[src/rtl/qpsk_pkg.sv]
// Shared types and constants for the QPSK bit-source scheduler and its
// neighbours in the modulator top level.
package qpsk_pkg;

  typedef enum logic [2:0] {
    ST_IDLE   = 3'd0,
    ST_RESEED = 3'd1,
    ST_GET_I  = 3'd2,
    ST_GET_Q  = 3'd3,
    ST_SEND   = 3'd4,
    ST_DONE   = 3'd5
  } sched_state_t;

  // Value the bit source loads while src_reseed is high.
  localparam logic [2:0] SRC_SEED = 3'b001;

  typedef logic [1:0] dibit_t;

endpackage

[src/rtl/qpsk_symbol_scheduler.sv]
// Reseeds and gates the LFSR bit source, pairs bits into {I,Q} dibits and
// hands them downstream over valid/ready, for a fixed length or continuously.
module qpsk_symbol_scheduler
  import qpsk_pkg::*;
#(
  parameter int LEN_W = 8
) (
  input  logic             clk,
  input  logic             rst,
  input  logic             start,
  input  logic             abort,
  input  logic [LEN_W-1:0] burst_len,
  input  logic             src_bit,
  output logic             src_en,
  output logic             src_reseed,
  output logic [1:0]       sym_data,
  output logic             sym_valid,
  input  logic             sym_ready,
  output logic             busy,
  output logic             done,
  output logic [LEN_W-1:0] sym_count
);

  sched_state_t     state_q, state_d;
  logic             i_q, i_d;
  logic             q_q, q_d;
  logic [LEN_W-1:0] count_q, count_d;
  logic [LEN_W-1:0] len_q, len_d;
  logic [LEN_W-1:0] count_inc;
  dibit_t           dibit;

  always_comb begin
    state_d   = state_q;
    i_d       = i_q;
    q_d       = q_q;
    count_d   = count_q;
    len_d     = len_q;
    count_inc = count_q + LEN_W'(1);
    case (state_q)
      ST_IDLE: begin
        if (start && !abort) begin
          state_d = ST_RESEED;
          len_d   = burst_len;
          count_d = '0;
        end
      end
      ST_RESEED: state_d = ST_GET_I;
      ST_GET_I: begin
        i_d     = src_bit;
        state_d = ST_GET_Q;
      end
      ST_GET_Q: begin
        q_d     = src_bit;
        state_d = ST_SEND;
      end
      ST_SEND: begin
        // A handshake coinciding with abort still counts: the transfer happened.
        if (sym_ready) begin
          count_d = count_inc;
          state_d = ((len_q != '0) && (count_inc == len_q)) ? ST_DONE : ST_GET_I;
        end
      end
      ST_DONE: state_d = ST_IDLE;
      default: state_d = ST_IDLE;
    endcase
    if (abort && (state_q != ST_IDLE)) state_d = ST_IDLE;
  end

  always_ff @(posedge clk or posedge rst) begin
    if (rst) begin
      state_q <= ST_IDLE;
      i_q     <= 1'b0;
      q_q     <= 1'b0;
      count_q <= '0;
      len_q   <= '0;
    end else begin
      state_q <= state_d;
      i_q     <= i_d;
      q_q     <= q_d;
      count_q <= count_d;
      len_q   <= len_d;
    end
  end

  // Every output is a decode of registered state, so none depends on inputs.
  assign dibit      = (state_q == ST_SEND) ? {i_q, q_q} : 2'b00;
  assign sym_data   = dibit;
  assign sym_valid  = (state_q == ST_SEND);
  assign src_en     = (state_q == ST_GET_I) || (state_q == ST_GET_Q);
  assign src_reseed = (state_q == ST_RESEED);
  assign busy       = (state_q != ST_IDLE);
  assign done       = (state_q == ST_DONE);
  assign sym_count  = count_q;

endmodule

[config.mk]
export PLATFORM = sky130hd
export DESIGN_NAME = qpsk_symbol_scheduler
export DESIGN_NICKNAME = d
export VERILOG_FILES = /design/src/rtl/qpsk_pkg.sv /design/src/rtl/qpsk_symbol_scheduler.sv
export SDC_FILE = /design/constraint.sdc
export NUM_CORES = 1
export LEC_CHECK = 0
export CAP_MARGIN = 20
export CORE_UTILIZATION = 45
export CTS_BUF_LIST = sky130_fd_sc_hd__clkbuf_8
export DETAILED_ROUTE_END_ITERATION = 8
export PLACE_DENSITY = 0.73
export SLEW_MARGIN = 10
export SYNTH_ARGS = -nofsm -noshare
export SYNTH_HDL_FRONTEND = slang
export SYNTH_SLANG_ARGS = --single-unit
[constraint.sdc]
create_clock -name clk -period 4.15 [get_ports clk]
set_clock_uncertainty 0.05 [all_clocks]
set_input_delay 0.415 -clock clk [delete_from_list [all_inputs] [get_ports clk]]
set_output_delay 0.415 -clock clk [all_outputs]
set_load 0.03 [all_outputs]
## After elaboration in Yosys (flattened, before gate mapping)

Index checks and enable logic that the tools add are counted.

- Input port bits: 14
- Register bits: 21
- Word-level logic and storage cells: 37
- Output and inout bits: 15

- Equality and inequality tests: 10
- Muxes and demuxes: 9
- Reduce and logical (&&, ||, !) cells: 12
- $add $sub $neg: 1

Operators with widths:

| operator | number |
|---|---|
| 8-bit 2-to-1 mux | 2 |
| 8-bit one-hot mux with 2 select lines | 1 |
| 3-bit one-hot mux with 5 select lines | 1 |
| 3-bit 2-to-1 mux | 4 |
| 8-bit by 1-bit adder with 8-bit output, second input constant | 1 |
| 8-bit equality test | 1 |
| 8-bit nonzero test | 1 |
| 3-bit by 2-bit equality test with 1-bit output, second input constant | 2 |
| 3-bit equality test, second input constant | 2 |
| 2-bit AND reduction | 2 |
| 3-bit by 1-bit equality test with 1-bit output, second input constant | 1 |
| 1-bit logical AND | 3 |
| 3-bit logical NOT | 1 |
| 3-bit by 1-bit != test with 1-bit output, second input constant | 1 |
| 3-bit != test, second input constant | 1 |
| 3-bit AND reduction | 1 |
| 3-bit nonzero test | 1 |
| 2-bit 2-to-1 mux | 1 |
| 2-bit by 1-bit != test with 1-bit output, second input constant | 1 |
| 2-bit != test, second input constant | 1 |
| 2-bit nonzero test | 1 |
| 1-bit logical NOT | 1 |
| 1-bit logical OR | 1 |

## Depth between registers and ports, before layout

- Depth after elaboration: 7
- Mapped depth: 7

## Worst setup path after synthesis

No wires, ideal clock.

- Kind: register to register
- From: register count_q[0] (netlist: sym_count[0])
- To: register state_q[1]
- Setup slack: 2117 ps
- Required time: 3979 ps
- Stages on the path, launching flop included: 7
- Clock period less this slack: 2033 ps
- Buffers on the path: 0
- Data arrival time: 1862 ps
- Library setup time: 121 ps
- Cell sequence: dfrtp_1 ha_1 xor2_1 a211o_1 a211oi_2 o211ai_1 a22o_1

- Longest elaborated chain between the ends: 7

RTL lines:

| item | RTL line | source |
|---|---|---|
| start, declared | qpsk_symbol_scheduler.sv:27 | `logic [LEN_W-1:0] count_q, count_d;` |
| start signal, assigned | qpsk_symbol_scheduler.sv:80 | `count_q <= count_d;` |
| 8-bit by 1-bit adder with 8-bit output | qpsk_symbol_scheduler.sv:38 | `count_inc = count_q + LEN_W'(1);` |
| 8-bit equality test | qpsk_symbol_scheduler.sv:60 | `state_d = ((len_q != '0) && (count_inc == len_q)) ? ST_DONE : ST_GET_I;` |
| 1-bit logical AND | qpsk_symbol_scheduler.sv:60 |  |
| 3-bit 2-to-1 mux | qpsk_symbol_scheduler.sv:60 |  |
| 3-bit 2-to-1 mux | qpsk_symbol_scheduler.sv:58 | `if (sym_ready) begin` |
| 3-bit one-hot mux with 5 select lines | qpsk_symbol_scheduler.sv:39 | `case (state_q)` |
| 3-bit 2-to-1 mux | qpsk_symbol_scheduler.sv:66 | `if (abort && (state_q != ST_IDLE)) state_d = ST_IDLE;` |
| end signal, assigned | qpsk_symbol_scheduler.sv:77 | `state_q <= state_d;` |
| end, declared | qpsk_symbol_scheduler.sv:24 | `sched_state_t state_q, state_d;` |

No other way between the ends. The select of a mux whose other input is x is not followed.
A chain may end at the register's enable or synchronous reset.

## Worst setup path in the final report

- From: register state_q[0]
- To: output sym_data[0]

- Longest elaborated chain between the ends: 2

RTL lines:

| item | RTL line | source |
|---|---|---|
| 3-bit equality test | qpsk_symbol_scheduler.sv:86 | `assign dibit = (state_q == ST_SEND) ? {i_q, q_q} : 2'b00;` |
| 2-bit 2-to-1 mux | qpsk_symbol_scheduler.sv:86 |  |
| end, declared | qpsk_symbol_scheduler.sv:16 | `output logic [1:0] sym_data,` |

No other way between the ends.

==> qor.yml <==
status: "finished clean"
grt_pass1_wl_um: 4060
avgViaCountPerCell: 5.62
die_h_um: 54.9
place.detailed.hpwl_um: 1850
track_usage_pct: 19.4
cpMaxStageDelayCell: "clkdlybuf4s50_1"
power_leakage_nw: 0.641
antenna_found_initial: 0
crit_path_end_kind: "output pin"
register_area_um2: 526
dr.pass1.iters: 4
peakVddDrop_mv: 0.261
crit_path_max_incr_delay_ps: 660
yosys-top-cells-count: "21 x dfrtp_1, 8 x mux2_2, 8 x o21ai_1, 7 x nand2_1, 7 x xnor2_1"
cts_setup_buffers: 0
place_congestion: 0.857
synth_top_area_share_pct: 41.7
fmax_mhz: 438
syn_nets: 137
tns_ps: 0
die_w_um: 54.9
crit_chain: "nor2_2 > and3_1 > clkdlybuf4s50_1"
die_area_um2: 3020
holdBufCountCts: 0
synth_area_um2: 1260
clock-sinks: 21
ctsResizeCount: 0
clock_latency_ps: 260
yosys_most_used_dff: "dfrtp_1"
grt_start_max_net_pins: 22
root_buffer: "clkbuf_8"
num_vias: 989
powerDensity_nw_per_um2: 346
drc: 0
cts_tree: "yes"
synth_warnings: 0
grt-busiest-layer: "met2"
use_met1_pct: 25.7
met3_usage_pct: 4.64
grt_pass1_vias: 897
cts_max_level: 1
synth_seq_area_share_pct: 41.7
min_period_ps: 2290
clockBufferDepth: 2
rows: 18
relSlewSlack_pct: 48.4
hp-class: "flop to flop"
final_nets: 162
area_growth_pct: 23.7
io_pins: 29
finalPower_uw: 540
use_met2_pct: 29.3
hold_viol_final: 0
start_util_pct: 49.1
syn_area_per_cell_um2: 10.3
crit_fanout: 9
period_share_pct: 55.1
slew_viol_final: 0
numCtsBuffers: 3
start_kind: "flop"
netlist.top_cell.by_area: "dfrtp_1"
ys_seq_elements: 21
clkTransAtPathRegs_ps: 70
core_um2: 2570
drt-total-wl_um: 2460
path_class: "flop to output pin"
synth.distinct_cells: 41
async_flop_share_pct: 100
overflow: 0
fillers: 237
routedWlPerCell_um: 14.0
diodes: 0
io_buffers: 28
drive_above_1_share_pct: 11.6
maxCapViolCount: 0
synth_most_common_cell: "dfrtp_1"
required_ps: 3680
arrival_ps: 1820
drt_iter0_drc: 14
synthTopCellsByArea: "dfrtp_1 42%, mux2_2 7.1%, xnor2_1 4.9%"
tightestPinTransition_ps: 773
setup_viol: 0
synth-edff-count: 0
multi_input_area_um2: 659
final_antenna_net_count: 0
synth_cells: 122
rsz0062_at_grt: "false"
placed cells by master, fill, tap and decap left out, types with 2 or more instances in the layout:
cell type / netlist / final
clkdlybuf4s50_1: 0 / 28
dfrtp_1: 21 / 21
o21ai_1: 8 / 8
mux2_2: 8 / 8
nand2_1: 7 / 7
xnor2_1: 7 / 7
nand3_1: 6 / 6
and3_1: 5 / 5
xor2_1: 5 / 5
inv_1: 3 / 4
nor2_1: 4 / 4
a21oi_1: 4 / 4
nor2b_1: 3 / 3
clkbuf_8: 0 / 3
nand4_1: 2 / 2
a22o_1: 2 / 2
o41ai_1: 2 / 2
o31ai_1: 2 / 2
nor3_1: 2 / 2
o21ai_0: 2 / 2
mux2_1: 2 / 2
critical path, delay by kind of cell, from the launching register on:
family                 cells  cell delay, ps
and+or+nand+nor            2             420
DFF                        1             480
buffers and inverters      1             660
where the power goes:
part	switching, mW	leakage [nW]	internal, mW	total [mW]
sequential	0.0343	0.270	0.239	0.273
clock	0.0644	0.0269	0.0659	0.130
combinational	0.0596	0.345	0.0764	0.136
total	0.158	0.641	0.382	0.540
through the flow:
step | hold slack [ps] | setup slack, ps | instance area [um^2] | util, % | instances
2_1_floorplan | 342 | 2120 | 1260 | - | 122
3_3_place_gp | 416 | 2130 | 1510 | 59.0 | 172
3_5_place_dp | 426 | 2120 | 1510 | 59.0 | 172
4_1_cts | 443 | 1870 | 1560 | 60.7 | 176
5_1_grt | 470 | 1760 | 1560 | 60.7 | 176
6_report | 437 | 1860 | 1560 | 60.7 | 176
kinds of logic after synthesis:
family          count (synthesis)  share of synthesized area (%)
compound gates                 27                           15.0
mux                            10                           8.94
xor+xnor                       13                           9.63
simple gates                   39                           17.8
flops                          21                           41.7
buf+inv                        11                           5.96
fa+ha+maj                       1                          0.993
flip-flops by register name, summed over array words and instances, names as in the netlist:
name,count
i_q,1
len_q,8
q_q,1
state_q,3
sym_count,8
worst paths after layout:
check | cells past startpoint | endpoint | start | slack, ps
min in group asynchronous | 2 | q_q | rst | 540
setup / recovery | 3 | sym_data[0] | state_q[0] | 1860
hold / removal | 1 | q_q | q_q | 440
setup reg to reg | 6 | state_q[0] | sym_count[0] | 2060
max in group asynchronous | 2 | sym_count[1] | rst | 3030
hold reg to reg | 1 | q_q | q_q | 440
final cells by class:
class / instances / area share, %
multi-input combinational: 90 / 42.3
sequential: 21 / 33.7
clock inverter: 1 / 0.241
timing repair buffer: 28 / 18.0
inverter: 3 / 0.722
tap: 30 / 2.41
clock buffer: 3 / 2.65
per-layer routing:
| layer | up-vias | wire (um) |
|---|---|---|
| met5 | - | 0 |
| met4 | 0 | 48 |
| met2 | 36 | 1140 |
| met1 | 453 | 1100 |
| met3 | 8 | 173 |
| li1 | 492 | - |
No activity file was read; power rests on OpenSTA's default activity.
